### config.mk
export PLATFORM = sky130hd
export DESIGN_NAME = sync_fifo_param
export DESIGN_NICKNAME = d
export VERILOG_FILES = /design/src/rtl/sync_fifo_pkg.sv /design/src/rtl/fifo_regmem.sv /design/src/rtl/sync_fifo_param.sv
export SDC_FILE = /design/constraint.sdc
export NUM_CORES = 1
export LEC_CHECK = 0
export CORE_ASPECT_RATIO = 0.5
export CORE_MARGIN = 2
export CORE_UTILIZATION = 40
export CTS_CLUSTER_SIZE = 16
export DETAILED_ROUTE_END_ITERATION = 8
export PLACE_DENSITY = 0.55
export SYNTH_ARGS = -nofsm -noshare
export SYNTH_HDL_FRONTEND = slang
export SYNTH_SLANG_ARGS = --single-unit
### constraint.sdc
create_clock -name clk -period 3.6 [get_ports clk]
set_input_delay 0.72 -clock clk [delete_from_list [all_inputs] [get_ports clk]]
set_output_delay 0.72 -clock clk [all_outputs]
set_load 0.01 [all_outputs]
### src/rtl/sync_fifo_pkg.sv
// Shared constants, sizing helpers and operation encoding for the parametrised synchronous FIFO.
// Used by sync_fifo_param and fifo_regmem.
package sync_fifo_pkg;

    localparam int DEFAULT_WIDTH = 8;
    localparam int DEFAULT_DEPTH = 16;

    // Accepted-operation encoding: {write accepted, read accepted}.
    typedef enum logic [1:0] {
        OP_IDLE  = 2'b00,
        OP_READ  = 2'b01,
        OP_WRITE = 2'b10,
        OP_BOTH  = 2'b11
    } fifo_op_e;

    function automatic int clog2(input int value);
        int result;
        result = 0;
        while ((1 << result) < value) begin
            result = result + 1;
        end
        return result;
    endfunction

    function automatic bit is_pow2(input int value);
        return (value > 0) && ((value & (value - 1)) == 0);
    endfunction

endpackage

### src/rtl/fifo_regmem.sv
// DEPTH x WIDTH register array: one synchronous write port, one asynchronous read port.
// Contents are deliberately left unreset.
module fifo_regmem
    import sync_fifo_pkg::*;
#(
    parameter int WIDTH  = DEFAULT_WIDTH,
    parameter int DEPTH  = DEFAULT_DEPTH,
    parameter int ADDR_W = clog2(DEPTH)
) (
    input  logic              clk,
    input  logic              wrEn_i,
    input  logic [ADDR_W-1:0] wrAddr_i,
    input  logic [WIDTH-1:0]  wrData_i,
    input  logic [ADDR_W-1:0] rdAddr_i,
    output logic [WIDTH-1:0]  rdData_o
);

    logic [WIDTH-1:0] mem_q [DEPTH];

    always_ff @(posedge clk) begin
        if (wrEn_i) begin
            mem_q[wrAddr_i] <= wrData_i;
        end
    end

    assign rdData_o = mem_q[rdAddr_i];

endmodule

### src/rtl/sync_fifo_param.sv
// Parametrised synchronous FIFO with occupancy count, almost-full/empty thresholds and error pulses.
// Define FIFO_FWFT_EN for first-word fall-through output; default is a registered 1-cycle read.
module sync_fifo_param
    import sync_fifo_pkg::*;
#(
    parameter int WIDTH     = DEFAULT_WIDTH,
    parameter int DEPTH     = DEFAULT_DEPTH,
    parameter int AF_THRESH = DEPTH - 2,
    parameter int AE_THRESH = 2
) (
    input  logic                   clk,
    input  logic                   reset,
    input  logic                   write,
    input  logic                   read,
    input  logic [WIDTH-1:0]       data_in,
    output logic [WIDTH-1:0]       data_out,
    output logic                   full,
    output logic                   empty,
    output logic                   almost_full,
    output logic                   almost_empty,
    output logic [clog2(DEPTH):0]  count,
    output logic                   overflow,
    output logic                   underflow
);

    localparam int ADDR_W = clog2(DEPTH);
    localparam int PTR_W  = ADDR_W + 1;

    localparam bit DEPTH_OK  = is_pow2(DEPTH) && (DEPTH >= 4) && (WIDTH >= 1);
    localparam bit THRESH_OK = (AE_THRESH < AF_THRESH) && (AF_THRESH <= DEPTH);

    if (!DEPTH_OK) begin : g_bad_depth
        $error("sync_fifo_param: DEPTH must be a power of 2 and >= 4, WIDTH >= 1");
    end
    if (!THRESH_OK) begin : g_bad_thresh
        $error("sync_fifo_param: need AE_THRESH < AF_THRESH <= DEPTH");
    end

    logic [PTR_W-1:0] wrPtr_q, wrPtr_d;
    logic [PTR_W-1:0] rdPtr_q, rdPtr_d;
    logic [PTR_W-1:0] count_q, count_d;
    logic             full_q, empty_q, almostFull_q, almostEmpty_q;
    logic             overflow_q, underflow_q;
    logic             ptrFull, ptrEmpty, readAcc, writeAcc;
    logic [WIDTH-1:0] memRdData;
    fifo_op_e         op;

    // A full FIFO still takes a write when a read frees a slot in the same cycle.
    assign ptrEmpty = (wrPtr_q == rdPtr_q);
    assign ptrFull  = (wrPtr_q[ADDR_W-1:0] == rdPtr_q[ADDR_W-1:0]) &&
                      (wrPtr_q[ADDR_W] != rdPtr_q[ADDR_W]);
    assign readAcc  = read && !ptrEmpty;
    assign writeAcc = write && (!ptrFull || readAcc);
    assign op       = fifo_op_e'({writeAcc, readAcc});

    always_comb begin
        wrPtr_d = writeAcc ? wrPtr_q + PTR_W'(1) : wrPtr_q;
        rdPtr_d = readAcc  ? rdPtr_q + PTR_W'(1) : rdPtr_q;
        count_d = count_q;
        unique case (op)
            OP_WRITE: count_d = count_q + PTR_W'(1);
            OP_READ:  count_d = count_q - PTR_W'(1);
            default:  count_d = count_q;
        endcase
    end

    fifo_regmem #(
        .WIDTH  (WIDTH),
        .DEPTH  (DEPTH),
        .ADDR_W (ADDR_W)
    ) u_mem (
        .clk      (clk),
        .wrEn_i   (writeAcc),
        .wrAddr_i (wrPtr_q[ADDR_W-1:0]),
        .wrData_i (data_in),
        .rdAddr_i (rdPtr_q[ADDR_W-1:0]),
        .rdData_o (memRdData)
    );

    // Flags come from the next-state count so they line up with count itself.
    always_ff @(posedge clk or negedge reset) begin
        if (!reset) begin
            wrPtr_q       <= '0;
            rdPtr_q       <= '0;
            count_q       <= '0;
            full_q        <= 1'b0;
            empty_q       <= 1'b1;
            almostFull_q  <= 1'b0;
            almostEmpty_q <= 1'b1;
            overflow_q    <= 1'b0;
            underflow_q   <= 1'b0;
        end else begin
            wrPtr_q       <= wrPtr_d;
            rdPtr_q       <= rdPtr_d;
            count_q       <= count_d;
            full_q        <= (count_d == PTR_W'(DEPTH));
            empty_q       <= (count_d == '0);
            almostFull_q  <= (count_d >= PTR_W'(AF_THRESH));
            almostEmpty_q <= (count_d <= PTR_W'(AE_THRESH));
            overflow_q    <= write && !writeAcc;
            underflow_q   <= read && !readAcc;
        end
    end

`ifdef FIFO_FWFT_EN
    assign data_out = empty_q ? '0 : memRdData;
`else
    logic [WIDTH-1:0] dataOut_q;

    always_ff @(posedge clk or negedge reset) begin
        if (!reset) begin
            dataOut_q <= '0;
        end else if (readAcc) begin
            dataOut_q <= memRdData;
        end
    end

    assign data_out = dataOut_q;
`endif

    assign full         = full_q;
    assign empty        = empty_q;
    assign almost_full  = almostFull_q;
    assign almost_empty = almostEmpty_q;
    assign count        = count_q;
    assign overflow     = overflow_q;
    assign underflow    = underflow_q;

endmodule

==> results.md <==
- ANT nets after route: 0
- EDFF count, synth: 128
- Initial antenna violation count: 0
- Async SR Flop Fraction: 18.5%
- Die Height: 94.0 um
- Final nets: 434
- Static Leak: 0.00261 uW
- RSZ-0062 raised after global routing: no
- Hold Path Class: reg -> reg
- Top post-synthesis cells by area: edfxtp_1 (59%), mux4_2 (11%), dfrtp_1 (10%)
- Hold_ws: 0.498 ns
- Mapped Cells: 362
- P_int: 4140 uW
- Synth warn: 0
- Final HPWL DP: 8800 um
- Sequential area share after synthesis: 70.5%
- Hold Fails Final Rpt: 0
- CP max-delay cell: dfrtp_1
- Sum of negative setup slack: 0 ns
- # port buffers: 30
- Clock skew: 0.00530 ns
- CTS Buf Count: 17
- Cell with the most instances after synthesis: edfxtp_1
- Crit. End Element: flip-flop
- Post-synth top area share: 59.3%
- Max-slew headroom: 21.8%
- Reg area: 4570 um2
- Yosys cell types: 48
- Cell taking the most area after synthesis: edfxtp_1
- Synth Area in Adders: 1.85%
- DR pass1 iterations: 4
- Primary FF master, synth: edfxtp_1
- GRT overflow: 0
- Reg2Reg Depth: 10
- H-tree levels: 4
- Initial Utilization: 41.5%
- CTS Root Cell: clkbuf_16
- Routed vias: 3,426
- Latest clock arrival within the worst-skew pair: 0.41 ns
- Fmax: 303 MHz
- Peak VDD IR: 328 uV
- Mapped Nets: 383
- Core Rows: 32
- Critical path's top delay family: simple AND/OR/NAND/NOR gates
- Worst slew pin tran: 1.16 ns
- Critical path depth: 10
- Non-filler cells, final: 630
- Comb pwr share: 33.2%
- Tcrit/Tclk final: 91.8%
- Clk buf depth: 2
- Most frequent CP cell: nand4_1
- TritonCTS clock tree: built
- Post-Synth Simple-Gate Area: 5.54%
- Die area: 17,300 um2
- Critical-path cell list: xnor2_1 -> nand4_1 -> o21ai_2 -> inv_2 -> ha_1 -> nand3_1 -> and4b_1 -> a221oi_1 -> nand4_1 -> a211o_1
- Drt via density: 5.44
- Vias in the first global route: 3,546
- Largest net degree at the start of global routing: 36
- Final worst slack: 0.295 ns
- Pwr per Cell Area: 818 nW/um2
- Final setup viols: 0
- # diodes: 0
- CP max stage delay: 0.57 ns
- Core footprint: 15,600 um2
- Critical path type: reg -> reg
- Psw: 2100 uW
- CP Max Fanout: 11
- Pins over their slew limit: 0
- Mux share of post-synthesis cell area: 12.3%
- Flop pwr share: 40.0%
- Clk sink count: 157
- Post-CTS Hold Buffers: 0
- Synth Area in Compound Gates: 5.41%
- Sw frac: 33.6%
- Placed cells: 598
- Share of layout cells above drive strength 1: 22.1%
- CP Data Required Time: 3.90 ns
- Final Critical Period: 3.30 ns
- GPL Wtd Cong: 0.871
- Flops & latches, synth: 157
- Mapped Area: 6480 um2
- Area grow syn2layout: 17.7%
- Mean routed wirelength per cell: 21.0 um
- Hold Crit Depth: 2
- Die width: 184 um
- Clock power share: 26.8%
- Gr usage total: 16.7%
- Synth top cells by count: edfxtp_1 (128), mux4_2 (32), dfrtp_1 (27)
- Main combinational cell family by area after synthesis: multiplexers
- CTS clk-pin slew, worst paths: 0.07 ns
- Ports: 31
- FILL cells: 1,282
- Startpoint class of the critical path: flip-flop
- WL final: 13,200 um
- First-pass GRT wire length: 20,800 um
- Critical Path AT: 3.60 ns
- CP Buf/Inv Count: 1
- Multi-input gate area in the final layout: 1780 um2
- Pre-CTS setup slack: -0.0111 ns
- DRC: 0
- Syn_area_per_cell: 17.9 um2
- Outcome: finished, final reports clean
- Starting DRT DRC Count: 198
- Max_cap viols: 0
- Synth Area in XOR/XNOR: 2.30%
-- path summary, 6_finish.rpt --
kind	startpoint	to	slack [ns]
min	data_out[0]$_DFFE_PN0N_	data_out[0]$_DFFE_PN0N_	0.50
min reg2reg	data_out[0]$_DFFE_PN0N_	data_out[0]$_DFFE_PN0N_	0.50
min in group asynchronous	reset	underflow$_DFF_PN0_	0.69
max in group asynchronous	reset	empty$_DFF_PN1_	2.60
max reg2reg	wrPtr_q[2]$_DFFE_PN0P_	almost_full$_DFF_PN0_	0.30
max	wrPtr_q[2]$_DFFE_PN0P_	almost_full$_DFF_PN0_	0.30
-- tightest hold or removal path: stages (launching register included) --
cell and delay, ns:
dfrtp_1 0.36, nand2_1 0.05, o21ai_0 0.06
-- metrics by stage --
| step | util [%] | total power, uW | instance area, um2 |
|---|---|---|---|
| after global routing | 48.8 | 6580 | 7630 |
| after CTS | 48.8 | 6290 | 7620 |
| final | 48.8 | 6240 | 7630 |
| after global placement | 45.3 | 4560 | 7070 |
| after floorplan | - | 3940 | 6480 |
| after detailed placement | 45.3 | 4620 | 7070 |
-- layout make-up --
class / count / share of cell area (%)
clock buffer: 17 / 5.58
clock inverter: 15 / 1.66
inverter: 6 / 0.295
multi-input combinational: 182 / 23.4
sequential: 157 / 60.0
tap: 204 / 3.35
timing repair buffer: 49 / 5.81
-- cells in the final DEF, fill, tap and decap left out, drive strengths merged, types with 3 or more instances in the layout --
| master | netlist | final |
|---|---|---|
| o21ai | 12 | 12 |
| nor2 | 17 | 17 |
| inv | 6 | 15 |
| xor2 | 3 | 3 |
| ha | 8 | 8 |
| nand3 | 5 | 5 |
| a22o | 8 | 8 |
| nand2 | 19 | 19 |
| buf | 15 | 19 |
| nand2b | 4 | 4 |
| nor3 | 6 | 6 |
| clkbuf | 2 | 17 |
| mux4 | 32 | 32 |
| edfxtp | 128 | 128 |
| a221oi | 9 | 9 |
| clkinvlp | 0 | 3 |
| and3 | 4 | 4 |
| a21oi | 7 | 7 |
| xnor2 | 14 | 14 |
| nand4 | 6 | 6 |
| dfrtp | 27 | 27 |
| clkdlybuf4s50 | 0 | 30 |
| clkinv | 0 | 3 |
| mux2 | 3 | 3 |
| mux2i | 3 | 3 |
-- cells by family after synthesis --
group | count (synthesis)
multiplexers | 38
XOR/XNOR | 17
AND/OR/NAND/NOR | 70
flip-flops | 157
AO/OA/AOI/OAI | 48
buffers and inverters | 23
adder cells (fa/ha/maj) | 9
-- flip-flops by register name, indices dropped and copies added (netlist names) --
| signal | flops |
|---|---|
| data_out | 8 |
| u_mem.mem_q | 128 |
| almost_full | 1 |
| count | 5 |
| overflow | 1 |
| underflow | 1 |
| almost_empty | 1 |
| wrPtr_q | 5 |
| full | 1 |
| rdPtr_q | 5 |
| empty | 1 |
-- layer usage --
layer	track usage, %	share of wire, %
met1	22.9	46
met2	26.3	46
met3	3.99	7.7
met4	6.13	0.61
met5	0	0
-- power groups by stage --
stage / clock (uW) / sequential (uW) / combinational (uW)
2_1_floorplan: 0 / 2480 / 1460
3_5_place_dp: 0 / 2530 / 2090
4_1_cts: 1710 / 2500 / 2090
3_3_place_gp: 0 / 2510 / 2050
6_report: 1670 / 2500 / 2070
5_1_grt: 1780 / 2540 / 2260
-- repair_timing --
action                     4_1_cts  5_1_grt
setup buffers                    0        0
setup endpoints to repair        0        1
resized for setup                0        1
No activity file was read; power rests on OpenSTA's default activity.
